<file path="src/rtl/pipe_ctrl_if.sv">
// Control bundle between the decode stage of the core and the pipeline sequencer.
// The core side drives the decoded-instruction view; the sequencer returns enables and forward selects.
interface pipe_ctrl_if #(
    parameter int CNTW = 16
);
    logic            id_valid;
    logic [4:0]      id_rs1;
    logic [4:0]      id_rs2;
    logic            id_use_rs1;
    logic            id_use_rs2;
    logic [4:0]      id_rd;
    logic            id_wb;
    logic            id_load;
    logic            id_fence;
    logic            ex_redirect;
    logic            mem_busy;

    logic            if_en;
    logic            id_en;
    logic            bubble;
    logic            flush;
    logic [1:0]      fwd_rs1;
    logic [1:0]      fwd_rs2;
    logic [1:0]      ctrl_state;
    logic [CNTW-1:0] stall_cycles;

    modport master (
        output id_valid, id_rs1, id_rs2, id_use_rs1, id_use_rs2, id_rd, id_wb, id_load,
               id_fence, ex_redirect, mem_busy,
        input  if_en, id_en, bubble, flush, fwd_rs1, fwd_rs2, ctrl_state, stall_cycles
    );

    modport slave (
        input  id_valid, id_rs1, id_rs2, id_use_rs1, id_use_rs2, id_rd, id_wb, id_load,
               id_fence, ex_redirect, mem_busy,
        output if_en, id_en, bubble, flush, fwd_rs1, fwd_rs2, ctrl_state, stall_cycles
    );
endinterface

</file>
<file path="src/rtl/pipe_ctrl.sv">
// Pipeline sequencer for the IF/ID/EX/MEM/WB core: hazard stalls, operand forwarding,
// redirect flushes, FENCE drain and memory-stall freeze.
module pipe_ctrl #(
    parameter int FLUSH_CYCLES = 1,
    parameter int CNTW         = 16
) (
    input  logic       clk,
    input  logic       rst_n,
    pipe_ctrl_if.slave bus
);
    typedef enum logic [1:0] {
        RUN     = 2'b00,
        LDSTALL = 2'b01,
        FLUSH   = 2'b10,
        DRAIN   = 2'b11
    } state_t;

    localparam logic [1:0] FWD_RF     = 2'b00;
    localparam logic [1:0] FWD_MEM    = 2'b01;
    localparam logic [1:0] FWD_WB     = 2'b10;
    localparam logic [1:0] FLUSH_INIT = 2'(FLUSH_CYCLES - 1);

    state_t          state, state_nxt;
    logic [1:0]      flush_cnt, flush_cnt_nxt;
    logic            vld_p0, vld_p1, vld_p2;
    logic [4:0]      rd_p0, rd_p1;
    logic            wb_p0, wb_p1, ld_p0;
    logic [1:0]      fwd1_q, fwd2_q, fwd1_d, fwd2_d;
    logic [CNTW-1:0] stall_cnt;
    logic            if_en_c, id_en_c, bubble_c, flush_c;
    logic            ex_hit1, ex_hit2, mem_hit1, mem_hit2;
    logic            load_use, slots_empty, enter_ex;

    function automatic logic [CNTW-1:0] sat_inc(input logic [CNTW-1:0] v);
        return (&v) ? v : v + 1'b1;
    endfunction

    // x0 is hardwired zero, so it never creates a dependency
    function automatic logic hit(input logic use_rs, input logic [4:0] rs,
                                 input logic vld, input logic wb, input logic [4:0] rd);
        return use_rs && (rs != 5'd0) && vld && wb && (rd == rs);
    endfunction

    assign ex_hit1     = hit(bus.id_use_rs1, bus.id_rs1, vld_p0, wb_p0, rd_p0);
    assign ex_hit2     = hit(bus.id_use_rs2, bus.id_rs2, vld_p0, wb_p0, rd_p0);
    assign mem_hit1    = hit(bus.id_use_rs1, bus.id_rs1, vld_p1, wb_p1, rd_p1);
    assign mem_hit2    = hit(bus.id_use_rs2, bus.id_rs2, vld_p1, wb_p1, rd_p1);
    assign load_use    = bus.id_valid && ld_p0 && (ex_hit1 || ex_hit2);
    assign slots_empty = !(vld_p0 || vld_p1 || vld_p2);

    always_comb begin
        state_nxt     = state;
        flush_cnt_nxt = flush_cnt;
        if_en_c       = 1'b1;
        id_en_c       = 1'b1;
        bubble_c      = 1'b0;
        flush_c       = 1'b0;
        if (bus.mem_busy) begin
            if_en_c = 1'b0;
            id_en_c = 1'b0;
        end else if (bus.ex_redirect) begin
            flush_c       = 1'b1;
            bubble_c      = 1'b1;
            flush_cnt_nxt = FLUSH_INIT;
            state_nxt     = (FLUSH_INIT == 2'd0) ? RUN : FLUSH;
        end else if (state == FLUSH) begin
            flush_c  = 1'b1;
            bubble_c = 1'b1;
            if (flush_cnt <= 2'd1) begin
                flush_cnt_nxt = 2'd0;
                state_nxt     = RUN;
            end else begin
                flush_cnt_nxt = flush_cnt - 2'd1;
            end
        end else if (state == DRAIN || (bus.id_valid && bus.id_fence)) begin
            // the fence itself never enters EX; it retires as a bubble once the pipe is empty
            bubble_c = 1'b1;
            if (slots_empty) begin
                state_nxt = RUN;
            end else begin
                if_en_c   = 1'b0;
                id_en_c   = 1'b0;
                state_nxt = DRAIN;
            end
        end else if (load_use) begin
            if_en_c   = 1'b0;
            id_en_c   = 1'b0;
            bubble_c  = 1'b1;
            state_nxt = LDSTALL;
        end else begin
            state_nxt = RUN;
        end
    end

    // selects are relative to the slot positions after the edge: EX->MEM, MEM->WB
    assign enter_ex = bus.id_valid && !bubble_c;
    assign fwd1_d   = !enter_ex ? FWD_RF : (ex_hit1 && !ld_p0) ? FWD_MEM : mem_hit1 ? FWD_WB : FWD_RF;
    assign fwd2_d   = !enter_ex ? FWD_RF : (ex_hit2 && !ld_p0) ? FWD_MEM : mem_hit2 ? FWD_WB : FWD_RF;

    // ID -> EX(_p0) -> MEM(_p1) -> WB(_p2) slot tracking
    always_ff @(posedge clk or negedge rst_n) begin
        if (!rst_n) begin
            state     <= RUN;
            flush_cnt <= 2'd0;
            vld_p0    <= 1'b0;
            vld_p1    <= 1'b0;
            vld_p2    <= 1'b0;
            fwd1_q    <= FWD_RF;
            fwd2_q    <= FWD_RF;
            stall_cnt <= '0;
        end else begin
            if (!if_en_c) stall_cnt <= sat_inc(stall_cnt);
            if (!bus.mem_busy) begin
                state     <= state_nxt;
                flush_cnt <= flush_cnt_nxt;
                vld_p0    <= enter_ex;
                vld_p1    <= vld_p0;
                vld_p2    <= vld_p1;
                fwd1_q    <= fwd1_d;
                fwd2_q    <= fwd2_d;
            end
        end
    end

    always_ff @(posedge clk) begin
        if (!bus.mem_busy) begin
            rd_p0 <= bus.id_rd;
            wb_p0 <= bus.id_wb;
            ld_p0 <= bus.id_load;
            rd_p1 <= rd_p0;
            wb_p1 <= wb_p0;
        end
    end

    assign bus.if_en        = rst_n & if_en_c;
    assign bus.id_en        = rst_n & id_en_c;
    assign bus.bubble       = ~rst_n | bubble_c;
    assign bus.flush        = rst_n & flush_c;
    assign bus.fwd_rs1      = fwd1_q;
    assign bus.fwd_rs2      = fwd2_q;
    assign bus.ctrl_state   = state;
    assign bus.stall_cycles = stall_cnt;
endmodule
</file>
<file path="src/flat_wrapper.sv">
// flat-port wrapper written by rule: the top's interface ports become plain ports
module pipe_ctrl_flat 
#(
    parameter int FLUSH_CYCLES = 1,
    parameter int CNTW         = 16
)
  (clk, rst_n, bus_id_valid, bus_id_rs1, bus_id_rs2, bus_id_use_rs1, bus_id_use_rs2, bus_id_rd, bus_id_wb, bus_id_load, bus_id_fence, bus_ex_redirect, bus_mem_busy, bus_if_en, bus_id_en, bus_bubble, bus_flush, bus_fwd_rs1, bus_fwd_rs2, bus_ctrl_state, bus_stall_cycles);
  pipe_ctrl_if #(.CNTW(CNTW)) bus_i ();
  input  logic clk;
  input  logic rst_n;
  input wire logic [$bits(bus_i.id_valid)-1:0] bus_id_valid;
  input wire logic [$bits(bus_i.id_rs1)-1:0] bus_id_rs1;
  input wire logic [$bits(bus_i.id_rs2)-1:0] bus_id_rs2;
  input wire logic [$bits(bus_i.id_use_rs1)-1:0] bus_id_use_rs1;
  input wire logic [$bits(bus_i.id_use_rs2)-1:0] bus_id_use_rs2;
  input wire logic [$bits(bus_i.id_rd)-1:0] bus_id_rd;
  input wire logic [$bits(bus_i.id_wb)-1:0] bus_id_wb;
  input wire logic [$bits(bus_i.id_load)-1:0] bus_id_load;
  input wire logic [$bits(bus_i.id_fence)-1:0] bus_id_fence;
  input wire logic [$bits(bus_i.ex_redirect)-1:0] bus_ex_redirect;
  input wire logic [$bits(bus_i.mem_busy)-1:0] bus_mem_busy;
  output wire logic [$bits(bus_i.if_en)-1:0] bus_if_en;
  output wire logic [$bits(bus_i.id_en)-1:0] bus_id_en;
  output wire logic [$bits(bus_i.bubble)-1:0] bus_bubble;
  output wire logic [$bits(bus_i.flush)-1:0] bus_flush;
  output wire logic [$bits(bus_i.fwd_rs1)-1:0] bus_fwd_rs1;
  output wire logic [$bits(bus_i.fwd_rs2)-1:0] bus_fwd_rs2;
  output wire logic [$bits(bus_i.ctrl_state)-1:0] bus_ctrl_state;
  output wire logic [$bits(bus_i.stall_cycles)-1:0] bus_stall_cycles;
  assign bus_i.id_valid = bus_id_valid;
  assign bus_i.id_rs1 = bus_id_rs1;
  assign bus_i.id_rs2 = bus_id_rs2;
  assign bus_i.id_use_rs1 = bus_id_use_rs1;
  assign bus_i.id_use_rs2 = bus_id_use_rs2;
  assign bus_i.id_rd = bus_id_rd;
  assign bus_i.id_wb = bus_id_wb;
  assign bus_i.id_load = bus_id_load;
  assign bus_i.id_fence = bus_id_fence;
  assign bus_i.ex_redirect = bus_ex_redirect;
  assign bus_i.mem_busy = bus_mem_busy;
  assign bus_if_en = bus_i.if_en;
  assign bus_id_en = bus_i.id_en;
  assign bus_bubble = bus_i.bubble;
  assign bus_flush = bus_i.flush;
  assign bus_fwd_rs1 = bus_i.fwd_rs1;
  assign bus_fwd_rs2 = bus_i.fwd_rs2;
  assign bus_ctrl_state = bus_i.ctrl_state;
  assign bus_stall_cycles = bus_i.stall_cycles;
  pipe_ctrl #(.FLUSH_CYCLES(FLUSH_CYCLES), .CNTW(CNTW)) u_core (.clk(clk), .rst_n(rst_n), .bus(bus_i));
endmodule
</file>
<file path="config.mk">
export PLATFORM = sky130hd
export DESIGN_NAME = pipe_ctrl_flat
export DESIGN_NICKNAME = d
export VERILOG_FILES = /design/src/rtl/pipe_ctrl_if.sv /design/src/rtl/pipe_ctrl.sv /design/src/flat_wrapper.sv
export SDC_FILE = /design/constraint.sdc
export NUM_CORES = 1
export LEC_CHECK = 0
export ABC_AREA = 1
export CAP_MARGIN = 10
export CORE_MARGIN = 2
export CORE_UTILIZATION = 50
export CTS_CLUSTER_DIAMETER = 200
export DETAILED_ROUTE_END_ITERATION = 10
export GPL_TIMING_DRIVEN = 0
export PLACE_DENSITY = 0.79
export SLEW_MARGIN = 5
export SYNTH_ARGS = -nofsm -noshare
export SYNTH_HDL_FRONTEND = slang
export SYNTH_SLANG_ARGS = --single-unit
</file>
<file path="constraint.sdc">
create_clock -name clk -period 2.3 [get_ports clk]
set_input_delay 0.345 -clock clk [delete_from_list [all_inputs] [get_ports clk]]
set_output_delay 0.345 -clock clk [all_outputs]
set_load 0.1 [all_outputs]
</file>
==> metrics.cfg <==
[cts]
path_clk_slew_ps=80
cts_tree=built
cts_made_buffers=5
cts-htree-levels=2
cts_sinks=40
cts-root-buf=clkbuf_8
clk_latency_ps=290
cts_buffer_depth=2

[worst_setup_path]
end_kind=output port
max_stage_delay_ps=1180
cp-start-kind=register
path_max_fanout=5
crit_type=register to output port
crit_buf_inv=1
cp_cell_sequence=clkdlybuf4s50_1
cp_num_cells=1
r2r_cells=15
worstPathRequired_ps=1960
crit_slowest_cell=clkdlybuf4s50_1
cp.arrival_ps=1940
cp_top_family=buffers and inverters

[floorplan]
start_util_pct=51.4
die_h_um=73.2
ioPinCount=51
fp-row-count=25
dieArea_um2=5360
fp.coreArea_um2=4660
die_width_um=73.2

[sta]
fin_crit_sh_pct=99.2
tns_ps=0
fin_crit_ps=2280
slew_viol_final=0
rsz0062_at_grt=false
worstMarginPinSlew_ps=970
max_freq_mhz=438
finalSetupViolCount=0
hold_viol_final=0
relSlewSlack_pct=35.1
skew_ps=2.24

[yosys]
syn_area_um2=2400
synth_edf_count=13
ys_warn_count=0
yosysTopAreaCellShare_pct=28.2
synth_top_flop_cell=dfrtp_1
yosysSeqAreaShare_pct=44.5
netlist_instances=290
synth_top_cell_by_area=dfrtp_1
synth.cells.most_frequent=76 x nand2_1, 29 x nand3_1, 27 x dfrtp_1
yosysUniqueCellTypes=32
yosys_register_bits=40
mappedNetlistNets=316
synth.most_common_cell=nand2_1
synth_area_per_cell_um2=8.26
ys_async_sr_fraction_pct=67.5
post_synth_main_area_contributors=dfrtp_1 28%, edfxtp_1 16%, nand2_1 12%

[detailed_routing]
vias=2040
final_antenna_net_count=0
met3_wirelength_um=195
drt_iter0_drc=63
wl_met2_um=2560
wl_per_cell_um=12.6
wl_met1_um=2390
drt-pass1-iter-count=4
top_layer=met4
drc_errors=0
drt-total-wl_um=5200
vias_per_cell=4.96

[layout]
drive_gt1_share_pct=21.8
area_growth_pct=35.9
fin_util_pct=69.9
fin_nets=382
antenna_cells=0

[global_routing]
antenna_found_initial=0
grt_pass1_wl_um=8500
grt_pass1_vias=1923
groute.usage.overall_pct=20.6
grt_overflow=0
grt_start_max_net_pins=22

[pwr]
vdd_drop_max_v=0.000857
p_leak_nw=1.64
p_per_area_nw_per_um2=687

[placement]
portBuffers=49
gp_congestion=0.904
dp_hpwl_um=3980

[flow_run]
maxCapViolations=0

[run_status]
run_status=complete, no violations

[min_path]
min_path_type=input pin to async pin

-- metrics by stage --
stage / power [mW] / instances / setup slack, ps / cell area [um^2] / hold WS, ps
3_5_place_dp: 1.66 / 394 / -1100 / 3010 / 457
4_1_cts: 2.25 / 411 / 11.1 / 3190 / 90.1
2_1_floorplan: 1.45 / 290 / -220 / 2440 / 49.4
3_3_place_gp: 1.65 / 393 / -1500 / 3000 / 437
5_1_grt: 2.33 / 411 / 2.03 / 3260 / 115
6_report: 2.24 / 411 / 17.4 / 3260 / 78.8
-- state kept, by name (all words and copies together) (netlist names) --
name	cells
u_core.bus.fwd_rs2	2
u_core.wb_p1	1
u_core.ld_p0	1
u_core.bus.stall_cycles	16
u_core.vld_p1	1
u_core.vld_p0	1
u_core.bus.fwd_rs1	2
u_core.bus.ctrl_state	2
u_core.vld_p2	1
u_core.wb_p0	1
u_core.rd_p1	5
u_core.flush_cnt	2
u_core.rd_p0	5
-- layer usage --
| metal | global-route usage [%] | vias up |
|---|---|---|
| li1 | - | 1069 |
| met1 | 26.2 | 928 |
| met2 | 36.4 | 38 |
| met3 | 3.31 | 5 |
| met4 | 5.14 | 0 |
| met5 | 0 | - |
-- what timing repair did --
action	in CTS	in global routing
endpoints found under the setup margin	5	12
pin swaps	3	8
resized for setup	30	24
buffers inserted	10	0
hold endpoints to repair	0	0
hold buffers	0	0
-- placed cells by master (no fill, tap or decap), types with 4 or more instances in the layout --
| master | n |
|---|---|
| xnor2_1 | 8 |
| nand2_2 | 19 |
| buf_12 | 4 |
| nand4_1 | 4 |
| dfrtp_1 | 25 |
| a21oi_1 | 6 |
| buf_4 | 10 |
| nand3_1 | 29 |
| nand2_1 | 75 |
| nor2_2 | 5 |
| o21ai_0 | 7 |
| nor3_1 | 8 |
| clkbuf_8 | 5 |
| nor2_1 | 17 |
| xor2_1 | 11 |
| dlymetal6s2s_1 | 15 |
| clkdlybuf4s50_1 | 27 |
| inv_2 | 11 |
| edfxtp_1 | 13 |
| inv_1 | 22 |
-- cell type report --
cell class	instances	area [um^2]
timing repair buffer	60	639
clock inverter	3	42.5
buffer	4	56.3
sequential	40	1070
multi-input combinational	212	1180
tap	54	67.6
fill	381	1410
clock buffer	5	68.8
inverter	33	124
-- cells by family after synthesis --
family / after synthesis / share of synthesized area, %
AOI/OAI and AO/OA: 20 / 4.60
xor gates and xnor gates: 19 / 6.95
adders and majority gates: 1 / 0.522
buffers and inverters: 38 / 7.47
DFF: 40 / 44.5
and+or+nand+nor: 172 / 36.0
-- where the power goes --
group / internal [mW] / switching, mW / total [mW] / leakage, nW
Combinational: 0.238 / 0.534 / 0.772 / 1.09
Sequential: 0.804 / 0.0936 / 0.898 / 0.491
Clock: 0.321 / 0.247 / 0.568 / 0.0541
-- worst paths after layout --
| kind | startpoint | end | slack [ps] |
|---|---|---|---|
| worst max-delay path | u_core.bus.stall_cycles[4]$_DFFE_PN0P_ | bus_stall_cycles[4] | 20 |
| worst min-delay path | rst_n | u_core.bus.fwd_rs2[1]$_DFFE_PN0N_ | 80 |
| worst max register to register | u_core.rd_p0[4]$_DFFE_PN_ | u_core.bus.stall_cycles[14]$_DFFE_PN0P_ | 250 |
| worst min register to register | u_core.flush_cnt[0]$_DFFE_PN0P_ | u_core.flush_cnt[0]$_DFFE_PN0P_ | 490 |
| max in group asynchronous | rst_n | u_core.bus.stall_cycles[2]$_DFFE_PN0P_ | 1770 |
| min in group clk | bus_mem_busy | u_core.bus.fwd_rs2[1]$_DFFE_PN0N_ | 390 |
Power figures use the tool's default switching activity.
